`src/rtl/hue_sequencer.sv`:
```
// hue_sequencer: walks the HSV hue wheel one sextant at a time and presents
// RGB duty sets to the PWM stage over a valid/ready handshake. A step only
// advances once the previously presented set has been taken, so no step is
// ever dropped or merged.
module hue_sequencer #(
  parameter int PWM_INTERVAL  = 1200,
  parameter int STEP_CYCLES   = 20000,
  parameter int SEXTANT_STEPS = 100,
  localparam int DW           = $clog2(PWM_INTERVAL + 1)
) (
  input  logic          clk,
  input  logic          rst,
  input  logic          run,
  input  logic          duty_ready,
  output logic          duty_valid,
  output logic [DW-1:0] r_duty,
  output logic [DW-1:0] g_duty,
  output logic [DW-1:0] b_duty,
  output logic [2:0]    sextant,
  output logic          wrap
);

  localparam int DUTY_STEP = PWM_INTERVAL / SEXTANT_STEPS;
  localparam int TW        = $clog2(STEP_CYCLES + 1);
  localparam int SW        = $clog2(SEXTANT_STEPS + 1);

  // A fractional duty increment would break continuity at sextant edges.
  if ((PWM_INTERVAL % SEXTANT_STEPS) != 0) begin : g_bad_params
    $error("hue_sequencer: PWM_INTERVAL must be a multiple of SEXTANT_STEPS");
  end

  logic [TW-1:0] timer_q, timer_d;
  logic [SW-1:0] step_q, step_d;
  logic [2:0]    sextant_q, sextant_d;
  logic          wrap_q, wrap_d;
  logic          valid_q, valid_d;
  logic [DW-1:0] r_q, r_d, g_q, g_d, b_q, b_d;
  logic          tick, advance;

  // Maps a (sextant, step) position on the hue wheel to an {R,G,B} duty set.
  function automatic logic [3*DW-1:0] duty_set(input logic [2:0] sx,
                                               input logic [SW-1:0] st);
    logic [DW-1:0] ramp, rise, fall, hi, lo;
    ramp = DW'(st) * DW'(DUTY_STEP);
    hi   = DW'(PWM_INTERVAL);
    lo   = '0;
    rise = ramp;
    fall = hi - ramp;
    case (sx)
      3'd0:    duty_set = {hi,   rise, lo  };
      3'd1:    duty_set = {fall, hi,   lo  };
      3'd2:    duty_set = {lo,   hi,   rise};
      3'd3:    duty_set = {lo,   fall, hi  };
      3'd4:    duty_set = {rise, lo,   hi  };
      3'd5:    duty_set = {hi,   lo,   fall};
      default: duty_set = {hi,   lo,   lo  };
    endcase
  endfunction

  // Step timer, hue position, handshake and next duty set.
  always_comb begin
    tick      = run && (timer_q == TW'(STEP_CYCLES - 1));
    advance   = tick && (!valid_q || duty_ready);
    timer_d   = timer_q;
    step_d    = step_q;
    sextant_d = sextant_q;
    wrap_d    = 1'b0;
    valid_d   = valid_q;
    r_d       = r_q;
    g_d       = g_q;
    b_d       = b_q;
    if (advance) begin
      timer_d = '0;
      if (step_q == SW'(SEXTANT_STEPS - 1)) begin
        step_d = '0;
        if (sextant_q == 3'd5) begin
          sextant_d = 3'd0;
          wrap_d    = 1'b1;
        end else begin
          sextant_d = sextant_q + 3'd1;
        end
      end else begin
        step_d = step_q + SW'(1);
      end
      {r_d, g_d, b_d} = duty_set(sextant_d, step_d);
      valid_d         = 1'b1;
    end else begin
      // A tick that cannot advance parks the timer at its last count so
      // the advance is retried every cycle until the consumer is ready.
      if (run && !tick) timer_d = timer_q + TW'(1);
      if (valid_q && duty_ready) valid_d = 1'b0;
    end
  end

  // State registers; reset presents the pure-red set immediately.
  always_ff @(posedge clk or negedge rst) begin
    if (!rst) begin
      timer_q   <= '0;
      step_q    <= '0;
      sextant_q <= 3'd0;
      wrap_q    <= 1'b0;
      valid_q   <= 1'b1;
      r_q       <= DW'(PWM_INTERVAL);
      g_q       <= '0;
      b_q       <= '0;
    end else begin
      timer_q   <= timer_d;
      step_q    <= step_d;
      sextant_q <= sextant_d;
      wrap_q    <= wrap_d;
      valid_q   <= valid_d;
      r_q       <= r_d;
      g_q       <= g_d;
      b_q       <= b_d;
    end
  end

  assign duty_valid = valid_q;
  assign r_duty     = r_q;
  assign g_duty     = g_q;
  assign b_duty     = b_q;
  assign sextant    = sextant_q;
  assign wrap       = wrap_q;

endmodule

```
`config.mk`:
```
export PLATFORM = sky130hd
export DESIGN_NAME = hue_sequencer
export DESIGN_NICKNAME = d
export VERILOG_FILES = /design/src/rtl/hue_sequencer.sv
export SDC_FILE = /design/constraint.sdc
export NUM_CORES = 1
export LEC_CHECK = 0
export BUFFER_PORTS_ARGS = -buffer_cell sky130_fd_sc_hd__buf_2
export CORE_ASPECT_RATIO = 0.5
export CORE_MARGIN = 4
export CORE_UTILIZATION = 54
export DETAILED_ROUTE_END_ITERATION = 10
export PLACE_DENSITY = 0.86
export SLEW_MARGIN = 20
export SYNTH_ARGS = -nofsm -noshare
export SYNTH_HDL_FRONTEND = slang
export SYNTH_SLANG_ARGS = --single-unit
```
`constraint.sdc`:
```
create_clock -name clk -period 3.96 [get_ports clk]
set_input_delay 0.792 -clock clk [delete_from_list [all_inputs] [get_ports clk]]
set_output_delay 0.792 -clock clk [all_outputs]
set_load 0.005 [all_outputs]
```
[Word-level counts from Yosys, hierarchy flattened]
Cells that the tools add are included.
Operators by class
  add/sub/neg operators: 4
  $mul: 1
  equality and inequality tests: 8
  multiplexer cells: 13
  reductions and logical operators: 10
Operators with widths (number)
  one-hot mux 33 bit (6 select lines): 1
  two-way mux 15 bit: 2
  adder 15 x 1 -> 15 bit, second input constant: 1
  == test 15 bit, second input constant: 1
  two-way mux 7 bit: 2
  subtractor 11 bit, first input constant: 1
  == test 3 bit, second input constant: 3
  multiplier 7 x 2 -> 9 bit, second input constant: 1
  two-way mux 3 bit: 3
  adder 7 x 1 -> 7 bit, second input constant: 1
  == test 7 bit, second input constant: 1
  == test 3 x 2 -> 1 bit, second input constant: 2
  two-way mux 1 bit: 5
  logical AND 1 bit: 4
  nonzero test 2 bit: 2
  adder 3 x 1 -> 3 bit, second input constant: 1
  == test 3 x 1 -> 1 bit, second input constant: 1
  logical NOT 3 bit: 1
  logical NOT 1 bit: 2
  logical OR 1 bit: 1
Storage, ports and cells
  register bits after elaboration: 60
  input bits: 4

[Longest topological paths before layout]
  depth in word-level cells: 7
  gate-level depth with buffers: 14

[Worst setup path before layout]
OpenSTA, ideal clock, no wires.
  path kind: register -> register
  start: register step_q[0]
  end: register b_q[10] (netlist: b_duty[10])
  setup time: 0.103 ns
  data arrival time: 3.697 ns
  setup slack: 0.159 ns
  stages on the path, launching flop included: 15
  period minus slack after synthesis: 3.801 ns
  cell sequence: dfrtp_1 ha_1 nand4bb_4 nor2_8 clkbuf_1 nor2_1 fa_1 and2_1 o32ai_1 nand2_1 a31oi_2 mux2_2 nor3b_4 xor2_2 o41ai_2
On the way
  cells in the longest elaborated chain, start to end: 6
  elaborated cells between the ends (all ways): 15
Ends and longest elaborated chain
  from (decl): line 33  | logic [SW-1:0] step_q, step_d;
  from (signal assigned): line 108  | step_q <= step_d;
  adder 7 x 1 -> 7 bit / == test 7 bit (equally long branches): line 83, 74
  two-way mux 7 bit: line 74  | if (step_q == SW'(SEXTANT_STEPS - 1)) begin
  two-way mux 7 bit: line 72  | if (advance) begin
  multiplier 7 x 2 -> 9 bit: line 44  | ramp = DW'(st) * DW'(DUTY_STEP);
  subtractor 11 bit: line 48  | fall = hi - ramp;
  one-hot mux 33 bit (6 select lines) *: line 49  | case (sx)
  to (signal assigned): line 105  | b_q <= '0;
  to (signal assigned): line 114  | b_q <= b_d;
  to (decl): line 37  | logic [DW-1:0] r_q, r_d, g_q, g_d, b_q, b_d;
Mark *: on every way between the ends. The rest lies on a longest branch, timed or not. The select of a mux whose other input is x is not followed.
A chain may end at the register's enable or synchronous reset.

[Final worst setup path]
  start: register step_q[0]
  end: register g_q[7] (netlist: g_duty[7])
On the way
  cells in the longest elaborated chain, start to end: 6
  elaborated cells between the ends (all ways): 15
Ends and longest elaborated chain
  adder 7 x 1 -> 7 bit / == test 7 bit (equally long branches): line 83, 74
  two-way mux 7 bit: line 74
  two-way mux 7 bit: line 72
  multiplier 7 x 2 -> 9 bit: line 44
  subtractor 11 bit: line 48
  one-hot mux 33 bit (6 select lines) *: line 49
  to (signal assigned): line 113  | g_q <= g_d;
  to (decl): line 37
Marked as above.

==> results.json <==
{
  "cp-start-kind": "register",
  "slew_headroom_pct": 41.16,
  "area_delta_synth_final_pct": 12.45,
  "status": "completed",
  "yosys.area_share.simple_pct": 20.52,
  "cpMaxStageDelayCell": "fa_1",
  "std_cell_rows": 21,
  "htree_num_levels": 2,
  "place_area_sq_um": 3998,
  "cpMostUsedCell": "inv_1",
  "place.gp.congestion": 0.9091,
  "grt_max_degree": 39,
  "post_cts_resized": 0,
  "max-clock-path-buffers": 2,
  "fin_cells": 557,
  "io_buffer_count": 35,
  "synth_fa_ha_area_share_pct": 3.548,
  "grt_first_pass_wirelength_um": 15210,
  "cts_tree": "done",
  "synth.area.top_cells": "dfrtp_1, nand2_1, o21ai_0",
  "grt_pass1_vias": 3148,
  "antenna_found_initial": 0,
  "clk_latency_ns": 0.29,
  "drive_above_1_share_pct": 18.49,
  "synth_compound_area_share_pct": 22.52,
  "end_kind": "register",
  "synth_commonest_cells": "nand2_1, dfrtp_1, o21ai_0",
  "initialDrtViolationCount": 492,
  "cap_violations": 0,
  "ys_seq_area_share_pct": 36.31,
  "viasPerCell": 6.178,
  "critical_path_class": "register to register",
  "fin_area_sq_um": 4204,
  "gr-total-overflow": 0,
  "core_area_sq_um": 6700,
  "ctsHoldBuffers": 0,
  "power_density_nw_per_um2": 294.9,
  "vdd_drop_max_mv": 0.1864,
  "ys_warn_count": 0,
  "path_clk_slew_ns": 0.07,
  "synth_xor_area_share_pct": 9.906,
  "setup_tns_ns": 0,
  "dp_cells": 549,
  "ios": 42,
  "min_period_over_period_pct": 93.03,
  "ys_async_sr_fraction_pct": 100.0,
  "ctsRootBufferMaster": "clkbuf_16",
  "rsz0062_at_grt": "false",
  "yosys_register_bits": 54,
  "synth_cells": 432,
  "arrival_ns": 3.81,
  "cts_buffers": 5,
  "vias": 3441,
  "cts_sinks": 54,
  "hold_class": "primary input to async pin",
  "die_y_um": 66.84,
  "yosysMostFrequentCell": "nand2_1",
  "synth_top_family_by_area": "compound AO/OA/AOI/OAI gates",
  "synth_top_area_share_pct": 32.80,
  "worstPathMaxFanout": 8,
  "postCtsSetupRepairBufs": 0,
  "synth_area_leader_cell": "dfrtp_1",
  "drv_slew": 0,
  "dieArea_sq_um": 8399,
  "cp_slowest_stage_delay_ns": 0.54,
  "wirelength_um": 9212,
  "required_ns": 4.09,
  "synth_cell_types": 70,
  "critPathBufInv": 3,
  "setup_viol": 0,
  "wl_per_cell_um": 16.54,
  "synth_edf_count": 0,
  "finalCriticalPeriod_ns": 3.684,
  "cp_top_family": "compound AO/OA/AOI/OAI gates",
  "num-nets-final": 478,
  "utilization_pct": 62.75,
  "dr.pass1.iters": 5,
  "drtAntennaViolNets": 0,
  "hold_viol_final": 0,
  "synthMuxAreaShare_pct": 1.908,
  "power.leakage_nw": 1.975,
  "tightest_slew_ns": 0.8826,
  "crit_chain": "inv_1 -> ha_1 -> inv_1 -> fa_1 -> and2_1 -> o32ai_1 -> nand2_1 -> a31oi_2 -> buf_4 -> xnor2_1 -> a21oi_1 -> a2111oi_1 -> a311oi_1",
  "hpwl_um": 6591,
  "avgSynthCellArea_sq_um": 8.654,
  "holdWs_ns": 0.4460,
  "drc": 0,
  "track_usage_pct": 22.46,
  "syn_area_sq_um": 3739,
  "fmax_ghz": 0.2714,
  "synth-main-ff-cell": "dfrtp_1",
  "fin_skew_ns": 0.004134,
  "diodes": 0,
  "start_util_pct": 55.80,
  "die_x_um": 125.7
}
path summary, 6_finish.rpt:
check / startpoint / to / slack, ns / depth (start not counted)
worst max-delay path: step_q[0] / g_duty[7] / 0.28 / 13
worst min-delay path: rst / g_duty[7] / 0.45 / 1
worst max register to register: step_q[0] / g_duty[7] / 0.28 / 13
worst min register to register: g_duty[4] / g_duty[4] / 0.48 / 2
max in group asynchronous: rst / duty_valid / 2.69 / 2
min in group clk: g_duty[4] / g_duty[4] / 0.48 / 2
routing by layer:
| metal | vias to the layer above | GRT usage [%] | wire (um) |
|---|---|---|---|
| li1 | 1590 | - | - |
| met1 | 1645 | 31.40 | 4149 |
| met2 | 184 | 36.04 | 4131 |
| met3 | 22 | 3.923 | 779 |
| met4 | 0 | 6.757 | 150 |
| met5 | - | 0 | 0 |
metrics by stage:
step | setup WS (ns) | total power (W)
global placement | 0.4092 | 0.0006733
floorplan | 0.1592 | 0.0006548
CTS | 0.2799 | 0.001250
finish | 0.2758 | 0.001240
global route | 0.01006 | 0.001290
detailed placement | 0.3322 | 0.0006775
cells by family after synthesis:
kind of cell,count (synthesis)
other,1
DFF,54
buffers and inverters,38
AOI/OAI and AO/OA,130
xor gates and xnor gates,38
adders and majority gates,10
and+or+nand+nor,154
muxes,7
flip-flops by register name, summed over array words and instances (netlist names):
register and cells:
b_duty 9, duty_valid 1, step_q 7, wrap 1
sextant 3, r_duty 9, g_duty 9, timer_q 15
cells in the final DEF (no fill, tap or decap), drive strengths merged, types with 3 or more instances in the layout:
| cell type | n |
|---|---|
| nand4 | 7 |
| nand2b | 4 |
| clkbuf | 6 |
| buf | 49 |
| conb | 6 |
| nand3 | 17 |
| o22ai | 3 |
| inv | 9 |
| a31oi | 5 |
| xor2 | 19 |
| o21ai | 47 |
| nor3 | 8 |
| nand2 | 59 |
| mux2i | 6 |
| o22a | 3 |
| and3 | 3 |
| dfstp | 5 |
| dfrtp | 49 |
| nor2b | 4 |
| a32oi | 4 |
| a21oi | 34 |
| a22o | 9 |
| nor2 | 40 |
| xnor2 | 19 |
| o31ai | 3 |
| ha | 9 |
area by class of cell:
class | count | area, sq um
Multi-Input combinational cell | 345 | 2218
Clock buffer | 6 | 138.9
Inverter | 9 | 33.78
Fill cell | 546 | 2496
Timing Repair Buffer | 49 | 280.3
Tap cell | 92 | 115.1
Sequential cell | 54 | 1358
Clock inverter | 2 | 60.06
power by group:
group | internal (W) | switching [W] | total [W] | leakage (nW)
registers | 0.000576 | 0.0000326 | 0.000609 | 0.716
clock network | 0.000379 | 0.000193 | 0.000573 | 0.0971
logic | 0.0000233 | 0.0000344 | 0.0000577 | 1.16
total | 0.000979 | 0.000261 | 0.00124 | 1.98
No activity file was read; power rests on OpenSTA's default activity.
